## config.mk

```make
export PLATFORM = sky130hd
export DESIGN_NAME = clksel_seq
export DESIGN_NICKNAME = d
export VERILOG_FILES = /design/src/rtl/clksel_seq.sv
export SDC_FILE = /design/constraint.sdc
export NUM_CORES = 1
export LEC_CHECK = 0
export CAP_MARGIN = 20
export CORE_ASPECT_RATIO = 0.5
export CORE_MARGIN = 2
export CORE_UTILIZATION = 45
export CTS_CLUSTER_DIAMETER = 120
export DETAILED_ROUTE_END_ITERATION = 10
export HOLD_SLACK_MARGIN = 0.05
export PLACE_DENSITY = 0.72
export SLEW_MARGIN = 20
export SYNTH_ARGS = -nofsm -noshare
export SYNTH_HDL_FRONTEND = slang
export SYNTH_SLANG_ARGS = --single-unit
```

## constraint.sdc

```tcl
create_clock -name lsclk_in -period 3.7 [get_ports lsclk_in]
set_input_delay 0.37 -clock lsclk_in [delete_from_list [all_inputs] [get_ports lsclk_in]]
set_output_delay 0.37 -clock lsclk_in [all_outputs]
set_load 0.02 [all_outputs]
```

## src/rtl/clksel_seq.sv

```systemverilog
// Clock-selection sequencer (lsclk domain). Synchronises the asynchronous
// fast-mode request and the HS-clock feedback, sequences LS <-> HS switches
// through handshake states, enforces a minimum LS dwell, counts completed
// switches and flags transitions that never complete.
module clksel_seq #(
   parameter int SYNC_STAGES   = 2,
   parameter int MIN_LS_CYCLES = 2,
   parameter int TIMEOUT       = 15
) (
   input  logic       lsclk_in,
   input  logic       rst_b,
   input  logic       fast_req_in,
   input  logic       hs_allowed,
   input  logic [1:0] div_sel_cfg,
   input  logic       hsclk_selected,
   input  logic       lsclk_selected,
   input  logic       err_clr,
   output logic       hsclk_sel,
   output logic [1:0] cpuclk_div_sel,
   output logic       busy,
   output logic       err,
   output logic [7:0] sw_count
);

   // bit 0 of the encoding marks the two handshake states, so busy is a
   // plain state-register bit with no decode glitches
   typedef enum logic [1:0] {
      ST_LS    = 2'b00,
      ST_TO_HS = 2'b01,
      ST_HS    = 2'b10,
      ST_TO_LS = 2'b11
   } state_t;

   localparam logic [7:0] TMO_LAST   = 8'(TIMEOUT - 1);
   localparam logic [3:0] DWELL_INIT = 4'(MIN_LS_CYCLES);

   state_t                 state_q;
   logic [SYNC_STAGES-1:0] req_sync_q;
   logic [SYNC_STAGES-1:0] hsok_sync_q;
   logic                   hsclk_sel_q;
   logic [1:0]             div_q;
   logic                   err_q;
   logic [7:0]             sw_count_q;
   logic [7:0]             sw_count_d;
   logic [3:0]             dwell_q;
   logic [7:0]             tcnt_q;
   logic                   req_s;
   logic                   hsok_s;
   logic                   tmo_hit;

   // two-or-more flop synchronisers for the asynchronous request and feedback
   always_ff @(posedge lsclk_in or negedge rst_b) begin
      if (!rst_b) begin
         req_sync_q  <= '0;
         hsok_sync_q <= '0;
      end else begin
         req_sync_q  <= {req_sync_q[SYNC_STAGES-2:0], fast_req_in};
         hsok_sync_q <= {hsok_sync_q[SYNC_STAGES-2:0], hsclk_selected};
      end
   end

   assign req_s  = req_sync_q[SYNC_STAGES-1];
   assign hsok_s = hsok_sync_q[SYNC_STAGES-1];

   // timeout compare and saturating switch-count increment
   always_comb begin
      tmo_hit    = (tcnt_q == TMO_LAST);
      sw_count_d = (sw_count_q == 8'hFF) ? sw_count_q : sw_count_q + 8'd1;
   end

   // sequencer FSM with registered select, divider, error and counters
   always_ff @(posedge lsclk_in or negedge rst_b) begin
      if (!rst_b) begin
         state_q     <= ST_LS;
         hsclk_sel_q <= 1'b0;
         div_q       <= 2'b00;
         err_q       <= 1'b0;
         sw_count_q  <= 8'd0;
         dwell_q     <= 4'd0;
         tcnt_q      <= 8'd0;
      end else begin
         if (state_q[0]) tcnt_q <= tcnt_q + 8'd1;
         // a timeout below overrides this clear (set wins)
         if (err_clr) err_q <= 1'b0;
         case (state_q)
            ST_LS: begin
               if (dwell_q != 4'd0) dwell_q <= dwell_q - 4'd1;
               if (req_s && hs_allowed && dwell_q == 4'd0) begin
                  state_q     <= ST_TO_HS;
                  hsclk_sel_q <= 1'b1;
                  // divider only moves while the HS clock is gated off
                  div_q       <= div_sel_cfg;
                  tcnt_q      <= 8'd0;
               end
            end
            ST_TO_HS: begin
               // a dropped request does not abort; finish the switch first
               if (hsok_s) begin
                  state_q    <= ST_HS;
                  sw_count_q <= sw_count_d;
               end else if (tmo_hit) begin
                  state_q     <= ST_LS;
                  hsclk_sel_q <= 1'b0;
                  dwell_q     <= DWELL_INIT;
                  err_q       <= 1'b1;
               end
            end
            ST_HS: begin
               if (!req_s || !hs_allowed) begin
                  state_q     <= ST_TO_LS;
                  hsclk_sel_q <= 1'b0;
                  tcnt_q      <= 8'd0;
               end
            end
            ST_TO_LS: begin
               if (lsclk_selected && !hsok_s) begin
                  state_q <= ST_LS;
                  dwell_q <= DWELL_INIT;
               end else if (tmo_hit) begin
                  state_q <= ST_LS;
                  dwell_q <= DWELL_INIT;
                  err_q   <= 1'b1;
               end
            end
         endcase
      end
   end

   assign hsclk_sel      = hsclk_sel_q;
   assign cpuclk_div_sel = div_q;
   assign busy           = state_q[0];
   assign err            = err_q;
   assign sw_count       = sw_count_q;

endmodule

```

Word level (Yosys, flattened, before mapping):

Cells that the tools add are included.

* logic and storage cells: 65
* bits of input ports: 9
* register bits: 30
* output and inout bits: 13

* eq/ne operators: 10
* muxes and demuxes: 25
* add/subtract/negate cells: 3
* reductions and logical operators: 17
* bitwise operators: 1

Operator list (number)
* 8-bit two-way mux: 3
* 8-bit by 1-bit adder with 8-bit output, second input constant: 2
* 4-bit two-way mux: 4
* 8-bit case mux with 2 select lines: 1
* 4-bit case mux with 3 select lines: 1
* 2-bit two-way mux: 5
* 2-bit != test, second input constant: 5
* 8-bit by 4-bit == test with 1-bit output, second input constant: 1
* 8-bit == test, second input constant: 1
* 1-bit two-way mux: 8
* 2-bit case mux with 4 select lines: 1
* 3-bit AND reduction: 2
* 3-bit nonzero test: 2
* 5-bit AND reduction: 1
* 2-bit == test, second input constant: 2
* 4-bit logical NOT: 1
* 2-bit AND reduction: 2
* 4-bit nonzero test: 1
* 4-bit by 1-bit subtractor with 4-bit output, second input constant: 1
* 1-bit logical AND: 3
* 1-bit logical NOT: 3
* 1-bit case mux with 3 select lines: 1
* 2-bit by 1-bit == test with 1-bit output, second input constant: 1
* 2-bit logical NOT: 1
* 3 further kinds: 3

Depth between registers and ports, before layout:

Gate-level depths: netlist of the first run.

* depth in word-level cells: 4
* depth in mapped cells: 8

Worst setup path after synthesis of the first run:

No wires, ideal clock.

* path type: reg2reg
* from: register state_q[0]
* to: register dwell_q[2]
* period minus slack after synthesis: 1.934 ns
* cell stages (with the launch flop): 8
* arrival: 1.804 ns
* library setup time: 0.130 ns
* required time: 3.570 ns
* slack: 1.766 ns
* path through: dfrtp_1 > clkbuf_1 > inv_1 > ha_1 > and4bb_2 > nor3_1 > o21a_1 > o32ai_1

* longest elaborated chain between the ends: 3
* elaborated cells on any way between the ends: 8
* those cells by class: eq/ne: 4; mux: 1; reduce/logical: 3

RTL lines
* start: declaration: line 37 `state_t state_q;`
* start signal: assignment: line 74 `state_q <= ST_LS;`
* start signal: assignment: line 89 `state_q <= ST_TO_HS;`
* start signal: assignment: line 99 `state_q <= ST_HS;`
* 2-bit by 1-bit == test with 1-bit output (tied with other cells): line 85 `case (state_q)`
* 2-bit != test (no source line) / 3-bit nonzero test (equally long branches)
* 3-bit AND reduction (no source line)
* end signal: assignment: line 87 `if (dwell_q != 4'd0) dwell_q <= dwell_q - 4'd1;`
* end: declaration: line 45 `logic [3:0] dwell_q;`

Several ways; a longest one is shown, not always the timed one.
A chain may end at the register's enable or synchronous reset.

Worst setup path in the final report of the first run:

* from: register state_q[0]
* to: register dwell_q[1]

The elaborated chain is that of the path after synthesis.

==> qor.yml, run 1 <==
p_leak_nw: 0.8835
drc: 0
gr-usage-met1_pct: 21.23
worstHoldStart: "hsok_sync_q[0]$_DFF_PN0_"
drtIter0Drc: 54
synth_edf_count: 0
yosys.cell_types.count: 41
internal_power_w: 0.0009083
cts-buffers-inserted: 5
drive_gt1_share_pct: 12.50
die_h_um: 45.67
yosysSeqAreaShare_pct: 48.04
slowest_delay_ns: 0.54
hold_ws_ns: 0.3502
dp_slack_ns: 1.797
dr_total_vias: 1168
min_period_over_period_pct: 52.60
gp_congestion: 0.9295
grt_max_degree: 31
path_clk_slew_ns: 0.07
critPathBufInv: 1
seq_area_um2: 750.7
r2r_start: "state_q[0]$_DFFE_PN0P_"
routed_wl_um: 2917
use_met3_pct: 4.529
max_freq_mhz: 513.8
ant_nets: 0
path_max_fanout: 11
peakVddDrop_mv: 0.3063
overflow: 0
grt_pass1_wl_um: 4954
rsz0062_at_grt: "false"
h-tree-depth: 2
cts_resized: 0
ios: 22
setup_viol: 0
clkSinkCount: 30
power_frac_comb_pct: 41.3
postSynth.asyncResetShare_pct: 100.0
avgSynthCellArea_um2: 10.56
postCtsHoldBufs: 0
initial_core_util_pct: 46.26
post_cts_buffers: 0
top_usage_layer: "met2"
outcome: "completed"
antenna_found_initial: 0
critPathKind: "register to register"
finalSetupTns_ns: 0
p_total_w: 0.001443
clockBufferDepth: 2
power.density_mw_per_mm2: 745.8
grt_pass1_vias: 1105
clk_latency_ns: 0.28
power.net_switching_w: 0.0005344
min_path_type: "register to register"
seq_power_share_pct: 36.5
hpwl_um: 2158
firstDrtPassIters: 4
regToRegSetupSlack_ns: 1.75
use_met2_pct: 27.42
critPathLaunchType: "register"
area_growth_pct: 23.78
grt_usage_pct: 16.35
cap_violations: 0
multi_input_area_um2: 763.2
antenna_cells: 0
clockRootBuffer: "clkbuf_8"
wl_per_cell_um: 13.38
end_kind: "register"
core-area_mm2: 0.003378
tightest_slew_ns: 0.4021
path_cells: "inv_1 > ha_1 > and4bb_2 > nor3_1 > o21ai_0 > a32oi_1"
die_area_mm2: 0.003989
synth_area_mm2: 0.001563
path_delay_family: "flip-flops"
layout_min_cycle_time_ns: 1.946
syn_nets: 166
numPortBuffers: 21
clock_power_share_pct: 22.2
fillerInstances: 306
drv_slew: 0
startpoint: "state_q[0]$_DFFE_PN0P_"
rows: 15
switching_share_pct: 37.04
fin_ws_ns: 1.754
fin_skew_ns: 0.005056
synth_cells: 148
routed_via_density: 5.358
yosys_warnings: 0
die_w_um: 87.34
worstPathRequired_ns: 3.89
hold_violations: 0
arrival_ns: 2.14
worst_slew_margin_rel_pct: 73.19
fin_nets: 193
ys_ff_latch: 30
ys.flop_type: "dfrtp_1"
critPathSlowestCell: "dfrtp_1"
cts_tree: "done"
-- cell usage after synthesis (2+ instances only) --
cell type / count / share of area, %
mux2_2: 4 / 2.9
nand4_1: 4 / 1.6
o21ai_0: 2 / 0.64
a21oi_1: 6 / 1.9
xor2_1: 7 / 3.9
mux2i_1: 4 / 2.6
nand2_1: 10 / 2.4
o32ai_1: 2 / 1.1
and3_2: 2 / 0.96
nor2_1: 15 / 3.6
dfrtp_1: 30 / 48
nand3_1: 5 / 1.6
nor3_1: 3 / 0.96
ha_1: 9 / 7.2
clkbuf_1: 2 / 0.48
and3_1: 2 / 0.80
nand2b_1: 2 / 0.80
o21a_1: 2 / 0.96
o22ai_1: 2 / 0.80
inv_1: 11 / 2.6
xnor2_1: 4 / 2.2
-- area by class of cell --
| type | instances | share of cell area [%] |
|---|---|---|
| clock inverter | 3 | 2.070 |
| clock buffer | 5 | 3.558 |
| timing repair buffer | 22 | 11.25 |
| multi-input combinational | 105 | 39.46 |
| sequential | 30 | 38.81 |
| tap | 42 | 2.717 |
| inverter | 11 | 2.135 |
-- power groups by stage --
stage	Sequential (W)	Combinational (W)	Clock (W)
finish	0.000526	0.000596	0.000320
floorplan	0.000554	0.000380	0
detailed placement	0.000533	0.000594	0
CTS	0.000527	0.000602	0.000328
global route	0.000543	0.000672	0.000343
global placement	0.000526	0.000581	0
-- layer usage --
| layer | part of all wire (%) | up-vias |
|---|---|---|
| met1 | 50 | 564 |
| met2 | 47 | 22 |
| met4 | 0 | 0 |
| met3 | 3.4 | 0 |
| li1 | - | 582 |
| met5 | 0 | - |
-- flip-flops by register name (all words and copies together), names as in the netlist --
register / cells
state_q: 2
err: 1
sw_count: 8
tcnt_q: 8
req_sync_q: 2
dwell_q: 4
hsok_sync_q: 2
cpuclk_div_sel: 2
hsclk_sel: 1
-- final timing paths --
check                                            to  cells past startpoint
max                          dwell_q[1]$_DFFE_PN0P_                      6
min                        hsok_sync_q[1]$_DFF_PN0_                      0
max reg2reg                  dwell_q[1]$_DFFE_PN0P_                      6
min reg2reg                hsok_sync_q[1]$_DFF_PN0_                      0
max in group asynchronous       tcnt_q[5]$_DFF_PN0_                      2
min in group asynchronous    dwell_q[0]$_DFFE_PN0P_                      2
-- stage by stage --
stage	cell area, um^2	utilization (%)	std cells
final	1934	57.26	218
after global routing	1934	57.26	218
after detailed placement	1826	54.04	210
after CTS	1934	57.26	218
after global placement	1826	54.04	210
after floorplan	1563	-	148
-- cell families (layout without fill, tap and decap cells) --
logic type      count (synthesis)  after routing  synth area share [%]
fa+ha+maj                       9              9                 7.206
buf+inv                        13             41                 3.123
flops                          30             30                 48.04
mux                             8              8                 5.444
simple gates                   50             50                 16.81
xor+xnor                       11             11                 6.165
compound gates                 27             27                 13.21
-- cells in the final DEF (no fill, tap or decap), types with 4 or more instances in the layout --
master           instances
xor2_1                   7
mux2i_1                  4
clkdlybuf4s50_1         21
nand2_1                 10
dfrtp_1                 30
nor2_1                  15
xnor2_1                  4
nand3_1                  5
clkbuf_8                 5
nand4_1                  4
a21oi_1                  6
mux2_2                   4
ha_1                     9
inv_1                   11
No activity file was read; power rests on OpenSTA's default activity.
==> inputs of run 2 (changes only) <==
--- a/config.mk
+++ b/config.mk
@@ -12,7 +12,7 @@
 export CTS_CLUSTER_DIAMETER = 120
 export DETAILED_ROUTE_END_ITERATION = 10
 export HOLD_SLACK_MARGIN = 0.05
-export PLACE_DENSITY = 0.72
+export PLACE_DENSITY = 0.74
 export SLEW_MARGIN = 20
 export SYNTH_ARGS = -nofsm -noshare
 export SYNTH_HDL_FRONTEND = slang
==> constraint.sdc (replaced) <==
create_clock -name lsclk_in -period 1.68 [get_ports lsclk_in]
set_input_delay 0.168 -clock lsclk_in [delete_from_list [all_inputs] [get_ports lsclk_in]]
set_output_delay 0.168 -clock lsclk_in [all_outputs]
set_load 0.02 [all_outputs]
==> qor.yml, run 2 (synthesis results as in run 1) <==
outcome: "completed"
final_common_cell: "dfrtp_1"
clockBufferDepth: 2
p_leak_nw: 0.9243
cts_resized: 0
die_w_um: 87.34
finalSetupTns_ns: 0
firstDrtPassIters: 4
r2r-end: "sw_count[5]$_DFFE_PN0P_"
routed_wl_um: 3005
seq_area_um2: 752.0
grt_pass1_vias: 1135
r2r_start: "state_q[1]$_DFFE_PN0P_"
cts_tree: "done"
fillerInstances: 273
peakVddDrop_mv: 0.6013
power.density_mw_per_mm2: 1601
dr_total_vias: 1194
antenna_cells: 0
end_kind: "register"
area_growth_pct: 28.90
cap_violations: 0
rsz0062_at_grt: "false"
post_cts_buffers: 0
grt_pass1_wl_um: 5092
critPathKind: "register to register"
critPathLaunchType: "register"
ant_nets: 0
fin_skew_ns: 0.003407
dp_slack_ns: 0.08021
drv_slew: 0
hpwl_um: 2223
overflow: 0
fin_ws_ns: 0.1001
path_max_fanout: 3
die_area_mm2: 0.003989
worstPathRequired_ns: 1.85
cts-buffers-inserted: 5
gp_congestion: 0.8214
hold_violations: 0
p_total_w: 0.003226
drc: 0
arrival_ns: 1.75
clkSinkCount: 30
setup_viol: 0
min_period_over_period_pct: 94.04
multi_input_area_um2: 784.5
path_clk_slew_ns: 0.06
tightest_slew_ns: 0.3732
max_freq_mhz: 633.0
core-area_mm2: 0.003378
rows: 15
wl_per_cell_um: 13.18
routed_via_density: 5.237
initial_core_util_pct: 46.26
postCtsHoldBufs: 0
grt_max_degree: 31
regToRegSetupSlack_ns: 0.10
clk_latency_ns: 0.27
fin_nets: 203
drive_gt1_share_pct: 19.89
h-tree-depth: 2
antenna_found_initial: 0
grt_usage_pct: 17.30
ios: 22
layout_common_cells: "dfrtp_1, clkdlybuf4s50_1, nor2_1"
worst_slew_margin_rel_pct: 75.12
layout_min_cycle_time_ns: 1.580
die_h_um: 45.67
clockRootBuffer: "clkbuf_8"
drtIter0Drc: 81
numPortBuffers: 21
min_path_type: "input port to async pin"
r2r_cells: 7
[run 2: how the worst max path moves through the flow]
stage	from	to	slack (ns)	depth (start not counted)
3_5_place_dp	dwell_q[1]$_DFFE_PN0P_	cpuclk_div_sel[1]$_DFFE_PN0P_	0.08	6
3_3_place_gp	dwell_q[1]$_DFFE_PN0P_	cpuclk_div_sel[1]$_DFFE_PN0P_	0.11	6
5_1_grt	state_q[1]$_DFFE_PN0P_	sw_count[5]$_DFFE_PN0P_	0.009	7
2_1_floorplan	state_q[0]$_DFFE_PN0P_	dwell_q[2]$_DFFE_PN0P_	0.009	7
6_report	state_q[1]$_DFFE_PN0P_	sw_count[5]$_DFFE_PN0P_	0.10	7
4_1_cts	dwell_q[0]$_DFFE_PN0P_	cpuclk_div_sel[1]$_DFFE_PN0P_	0.06	6
[run 2: critical path: stages (launching register included)]
cell and delay (ns):
dfrtp_1 0.41, inv_2 0.09, ha_1 0.15, and2_1 0.15, nand4_1 0.17, buf_4 0.19, a211o_1 0.22, o21a_1 0.10
[run 2: metrics by stage]
step	instances	instance area, um^2	utilization, %	hold slack [ns]
floorplan	148	1579	-	-0.1276
global placement	220	1907	56.44	0.3332
detailed placement	220	1907	56.44	0.3355
CTS	228	1998	59.15	0.2885
global route	228	2014	59.63	0.3205
finish	228	2014	59.63	0.2807
[run 2: metal layers]
| layer | track usage, % | part of all wire (%) | vias to the layer above |
|---|---|---|---|
| met5 | 0 | 0 | - |
| met4 | 7.385 | 1.0 | 0 |
| met3 | 4.529 | 2.8 | 2 |
| met2 | 26.82 | 45 | 14 |
| met1 | 23.39 | 51 | 581 |
| li1 | - | - | 597 |
[run 2: layout make-up]
type | count | share of cell area [%]
timing repair buffer | 32 | 14.53
clock buffer | 7 | 4.286
multi-input combinational | 105 | 38.94
clock inverter | 1 | 0.2484
tap | 42 | 2.609
sequential | 30 | 37.33
inverter | 11 | 2.050
[run 2: power breakdown]
group | internal [W] | leakage (nW) | switching [W]
logic | 0.000745 | 0.496 | 0.000765
registers | 0.000937 | 0.380 | 0.000190
clock network | 0.000330 | 0.0482 | 0.000258
total | 0.00201 | 0.924 | 0.00121
